$ cat src/rtl/hsid_mse_min_sel.sv
// Purpose: track the min/max MSE and their library indices over one pixel's stream of results; done carries the argmin.
// Latency: a result accepted at edge N shows in min/max at N+1; the last result gives a one-cycle done in cycle N+1.
// Backpressure: none; results are accepted every cycle in RUN, and results outside RUN are dropped and flag error.
module hsid_mse_min_sel #(
    parameter  int WORD_WIDTH            = 32,
    parameter  int HSI_LIBRARY_SIZE      = 256,
    localparam int HSI_LIBRARY_SIZE_ADDR = $clog2(HSI_LIBRARY_SIZE)
) (
    input  logic                             clk,
    input  logic                             rst_n,
    input  logic                             start,
    input  logic [HSI_LIBRARY_SIZE_ADDR:0]   library_size,
    input  logic [WORD_WIDTH-1:0]            mse_value,
    input  logic [HSI_LIBRARY_SIZE_ADDR-1:0] mse_ref,
    input  logic                             mse_valid,
    output logic [WORD_WIDTH-1:0]            min_mse_value,
    output logic [HSI_LIBRARY_SIZE_ADDR-1:0] min_mse_ref,
    output logic [WORD_WIDTH-1:0]            max_mse_value,
    output logic [HSI_LIBRARY_SIZE_ADDR-1:0] max_mse_ref,
    output logic                             busy,
    output logic                             done,
    output logic                             error
);

    typedef enum logic [1:0] {
        S_IDLE,
        S_RUN,
        S_DONE
    } state_t;

    localparam logic [HSI_LIBRARY_SIZE_ADDR:0] LIB_MAX = (HSI_LIBRARY_SIZE_ADDR+1)'(HSI_LIBRARY_SIZE);
    localparam logic [HSI_LIBRARY_SIZE_ADDR:0] CNT_ONE = (HSI_LIBRARY_SIZE_ADDR+1)'(1);

    state_t                         state;
    logic [HSI_LIBRARY_SIZE_ADDR:0] size_q;
    // One bit wider than an index so a full library count does not wrap.
    logic [HSI_LIBRARY_SIZE_ADDR:0] count;
    logic [HSI_LIBRARY_SIZE_ADDR:0] count_nxt;
    logic                           size_ok;
    logic                           first_res;

    assign count_nxt = count + CNT_ONE;
    assign size_ok   = (library_size != '0) && (library_size <= LIB_MAX);
    // The first result must seed both trackers even when it equals their init values.
    assign first_res = (count == '0);

    // Control FSM with all outputs registered; start has priority over a coincident result.
    always_ff @(posedge clk) begin
        if (!rst_n) begin
            state         <= S_IDLE;
            size_q        <= '0;
            count         <= '0;
            min_mse_value <= '1;
            min_mse_ref   <= '0;
            max_mse_value <= '0;
            max_mse_ref   <= '0;
            busy          <= 1'b0;
            done          <= 1'b0;
            error         <= 1'b0;
        end else begin
            done <= 1'b0;
            case (state)
                S_IDLE, S_RUN: begin
                    if (start) begin
                        if (size_ok) begin
                            // New pixel (or abort of the current one): reinitialise everything.
                            size_q        <= library_size;
                            count         <= '0;
                            min_mse_value <= '1;
                            min_mse_ref   <= '0;
                            max_mse_value <= '0;
                            max_mse_ref   <= '0;
                            busy          <= 1'b1;
                            state         <= S_RUN;
                            // A result in the same cycle is dropped and reported.
                            error         <= mse_valid;
                        end else begin
                            error <= 1'b1;
                        end
                    end else if (mse_valid) begin
                        if (state == S_RUN) begin
                            count <= count_nxt;
                            // Strict compares: ties keep the earlier result.
                            if (first_res || (mse_value < min_mse_value)) begin
                                min_mse_value <= mse_value;
                                min_mse_ref   <= mse_ref;
                            end
                            if (first_res || (mse_value > max_mse_value)) begin
                                max_mse_value <= mse_value;
                                max_mse_ref   <= mse_ref;
                            end
                            if (count_nxt == size_q) begin
                                state <= S_DONE;
                                busy  <= 1'b0;
                                done  <= 1'b1;
                            end
                        end else begin
                            error <= 1'b1;
                        end
                    end
                end
                S_DONE: begin
                    // start is ignored here; it is taken only if held into IDLE.
                    state <= S_IDLE;
                    if (mse_valid) begin
                        error <= 1'b1;
                    end
                end
                default: begin
                    state <= S_IDLE;
                    busy  <= 1'b0;
                end
            endcase
        end
    end

endmodule
$ cat config.mk
export PLATFORM = sky130hd
export DESIGN_NAME = hsid_mse_min_sel
export DESIGN_NICKNAME = d
export VERILOG_FILES = /design/src/rtl/hsid_mse_min_sel.sv
export SDC_FILE = /design/constraint.sdc
export NUM_CORES = 1
export LEC_CHECK = 0
export CAP_MARGIN = 0
export CORE_MARGIN = 2
export CORE_UTILIZATION = 25
export DETAILED_ROUTE_END_ITERATION = 7
export GPL_TIMING_DRIVEN = 1
export PLACE_DENSITY = 0.42
export SETUP_SLACK_MARGIN = 0.3
export SKIP_LAST_GASP = 1
export SYNTH_ARGS = -nofsm -noshare
export SYNTH_HDL_FRONTEND = slang
export SYNTH_SLANG_ARGS = --single-unit
export TNS_END_PERCENT = 50
$ cat constraint.sdc
create_clock -name clk -period 3.15 [get_ports clk]
set_input_delay 0.63 -clock clk [delete_from_list [all_inputs] [get_ports clk]]
set_output_delay 0.63 -clock clk [all_outputs]
set_load 0.02 [all_outputs]
After elaboration in Yosys (flattened, before gate mapping)
Index checks and enable logic that the tools add are counted.
Cells by class
  add/subtract/negate cells: 1
  magnitude comparators: 3
  equal/unequal tests: 10
  multiplexer cells: 41
  bitwise operators: 5
  reductions and logical operators: 22
Operators with widths (number)
  $mux 32: 10
  $mux 8: 9
  $mux 9: 4
  $gt 32x32->1: 1
  $lt 32x32->1: 1
  $ne 3x3->1 const B: 5
  $reduce_and 5->1: 3
  $reduce_and 4->1: 3
  $reduce_bool 2->1: 6
  $mux 1: 11
  $mux 2: 5
  $add 9x1->9 const B: 1
  $eq 9x9->1: 1
  $le 9x9->1 const B: 1
  $logic_not 9->1: 1
  $reduce_bool 9->1: 1
  $not 1->1: 5
  $reduce_or 5->1: 1
  $pmux 1 s2: 2
  $reduce_and 3->1: 1
  $eq 2x1->1 const B: 1
  $eq 2x2->1 const B: 1
  $logic_not 2->1: 1
  $logic_or 1x1->1: 2
  5 further kinds: 5
Word-level totals
  register bits after elaboration: 103
  input port bits: 53
  output and inout bits: 83
  logic and storage cells: 92

Longest topological paths before layout
  depth after elaboration: 7
  gate-level depth with buffers: 11
  mapped depth without buffers: 9

Least setup slack after synthesis
Ideal clock, no wire load.
  path type: input port to flip-flop
  start: input mse_value[11]
  end: register max_mse_value[10]
  library setup time: 117 ps
  data arrival time: 2545 ps
  required time: 3033 ps
  setup slack: 487 ps
  cell stages on the path: 9
  buffers on the path: 1
  cell sequence: ha_1 > nand4_1 > nor4_1 > a21bo_2 > o211a_1 > o21ai_1 > nand2_2 > buf_2 > a32o_1
Between the ends
  word-level cells in the longest chain between the ends: 4
RTL lines
  from (decl): RTL line 13  | input logic [WORD_WIDTH-1:0] mse_value,
  $gt 32x32->1: RTL line 88  | if (first_res || (mse_value > max_mse_value)) begin
  $logic_or 1x1->1: RTL line 88
  $reduce_bool 2->1 (no line)
  $reduce_and 5->1 (no line)
  to (signal assigned): RTL line 89  | max_mse_value <= mse_value;
  to (decl): RTL line 18  | output logic [WORD_WIDTH-1:0] max_mse_value,
Every way passes these cells.
A chain may end at the register's enable or synchronous reset.

Worst setup path in the final report
  start: input mse_value[14]
  end: register max_mse_value[26]
Same word-level chain as after synthesis.

==> flow_summary.yaml <==
placed_design:
  place_hpwl_mm: 14.9
  pre_cts_ws_ps: -412
  routabilityCongestion: 0.823
  io_buffers: 135
  placed_cell_area_um2: 7850
floorplan:
  core_area_um2: 22600
  fp.dieH_um: 155
  rows: 55
  io_pins: 136
  die-area_um2: 24200
  initial_utilization_pct: 25.4
  die_width_um: 155
global_routing:
  antenna_found_initial: 1
  grt_max_degree: 51
  grt_pass1_wl_mm: 30.9
  grt_overflow: 0
  grtUsageTotal_pct: 16.4
  grt_pass1_vias: 5624
drt:
  drc: 0
  via_per_inst: 5.05
  first_iter_violations: 295
  wl_mm: 20.1
  final_antenna_net_count: 0
  drtPass1Iterations: 4
  via_count: 5616
  wl_per_cell_um: 18.1
cells_and_area:
  nFillCells: 2277
  syn_to_final_growth_pct: 50.8
  num_antenna_cells: 0
  nets: 943
  drive_gt1_share_pct: 17.9
  postLayoutCellArea_um2: 8650
setup_path:
  critPathRequiredTime_ps: 3440
  worstPathCellList: "dlygate4sd2_1, ha_1, nand4_1, nor4_2, buf_4, a21bo_2, o211a_1, o21a_1, nor3_4, buf_6, clkbuf_16, a32o_1"
  startpoint: "mse_value[14]"
  worstRegToRegCells: 12
  arrival_ps: 3070
  startpoint_type: "input port"
  slowest_stage: "ha_1"
  r2r_slack_ps: 480
  worstSetupPathType: "in -> reg"
  slowest_delay_ps: 300
  path_max_fanout: 10
  worstReg2RegStart: "max_mse_value[15]"
  crit_path_end_kind: "flop"
  r2r_end: "max_mse_value[26]"
sta:
  setup_viol: 0
  slew_viol_final: 0
  rsz0062_at_grt: "false"
  setup_ws_ps: 366
  fin_skew_ps: 8.97
  fmax_mhz: 359
  setup_tns_ps: 0
  layout_min_cycle_time_ps: 2780
  period_share_pct: 88.4
  worst_slew_pin_slew_ps: 586
  slew_headroom_pct: 60.9
  holdWs_ps: 475
  hold_violations: 0
synthesis:
  synth-seq-cells: 103
  synth_area_leader_cell: "dfxtp_1"
  synth.avg_cell_area_um2: 9.00
  synth_top_area_share_pct: 36.0
  syn_area_um2: 5730
  synthTopCellsByCount: "103 x dfxtp_1, 72 x inv_1, 65 x ha_1"
  synthTopCellsByArea: "dfxtp_1 36%, ha_1 14%, a32o_1 5.4%"
  synth_enable_flop_cells: 0
  synth_nets: 755
  ys.flop_type: "dfxtp_1"
  synthArstFlopShare_pct: 0
  ys_types: 61
  yosysMostFrequentCell: "dfxtp_1"
  yosysSeqAreaShare_pct: 36.0
  yosysWarnings: 0
  synthCells: 637
clocking:
  clock_path_buffers: 2
  clkTransAtPathRegs_ps: 70
  cts_max_level: 3
  clk_latency_ps: 350
  clk_root_buffer_cell: "clkbuf_16"
  cts_buffers: 9
  hold_buffers: 0
  cts_tree: "built"
  clkSinkCount: 103
status:
  status: "finished, final reports clean"
pwr:
  vdd_ir_drop_max_uv: 251
  powerDensity_nw_per_um2: 370
  power.leakage_nw: 3.62
  power_w: 0.00320
flow_run:
  drv_cap: 0
worst_hold_path:
  min_from: "max_mse_ref[7]"
  hp-class: "reg -> reg"
  holdPathStages: 2
  worstHoldEndpoint: "max_mse_ref[7]"
## power by group
group	internal (W)	switching, W
sequential	0.00134	0.0000323
combinational	0.000290	0.000301
clock	0.000732	0.000504
## what timing repair did
item                       CTS  global route
buffers inserted             2             4
pin swaps                   14            38
setup endpoints to repair   72            78
gates cloned                 1             2
gates resized for setup     24            63
## worst max-delay path by stage
stage / to / slack [ps] / cells past startpoint
global route: max_mse_value[31] / 290 / 12
floorplan: max_mse_value[10] / 490 / 9
finish: max_mse_value[26] / 370 / 12
global placement: min_mse_value[14] / -470 / 11
detailed placement: min_mse_value[1] / -410 / 11
CTS: max_mse_value[0] / 300 / 10
## metrics by stage
step	util, %	cells
finish	38.3	1113
global route	38.3	1113
global placement	34.8	1090
detailed placement	34.8	1090
floorplan	-	637
CTS	36.7	1107
## registers in the layout, summed over array words and instances (netlist names)
| name | cells |
|---|---|
| state | 2 |
| max_mse_ref | 8 |
| size_q | 9 |
| max_mse_value | 32 |
| min_mse_ref | 8 |
| count | 9 |
| done | 1 |
| error | 1 |
| busy | 1 |
| min_mse_value | 32 |
## metal layers
layer | part of all wire [%] | global-route usage, % | up-vias
li1 | - | - | 2752
met1 | 45 | 19.8 | 2714
met2 | 50 | 29.3 | 129
met3 | 4.5 | 3.48 | 19
met4 | 1.2 | 4.24 | 2
met5 | 0.035 | 0 | -
## kinds of logic (layout without fill, tap and decap cells)
| logic type | Yosys count | after routing | synth area share, % |
|---|---|---|---|
| AO/OA/AOI/OAI | 192 | 192 | 24.9 |
| XOR/XNOR | 11 | 11 | 1.68 |
| adder cells (fa/ha/maj) | 65 | 65 | 14.2 |
| buffers and inverters | 114 | 305 | 8.38 |
| flip-flops | 103 | 103 | 36.0 |
| multiplexers | 10 | 10 | 1.75 |
| AND/OR/NAND/NOR | 142 | 142 | 13.1 |
## cell usage in the layout (no fill, tap or decap), drive strengths merged, types with 9 or more instances in the layout
cell type,count
nand3,23
nor2,38
dlymetal6s2s,15
inv,73
o21ai,35
o211ai,12
nor3,9
mux2i,10
nand2,24
buf,81
dfxtp,103
o32a,31
clkdlybuf4s50,111
clkbuf,17
a21oi,44
a32o,31
ha,65
nor4,9
nand4,9
## critical path, delay by kind of cell
family / cells / cell delay, ps
compound gates: 4 / 730
buf+inv: 4 / 720
fa+ha+maj: 1 / 300
simple gates: 3 / 700
## cell type report
cell class / instances / area (µm²) / share of cell area, %
multi-input cells: 420 / 3530 / 40.8
repair buffers: 217 / 2100 / 24.3
well taps: 285 / 357 / 4.12
inverters: 74 / 283 / 3.27
clock buffers: 11 / 253 / 2.92
clock inverters: 3 / 67.6 / 0.781
flip-flops and latches: 103 / 2060 / 23.8
No activity file was read; power rests on OpenSTA's default activity.
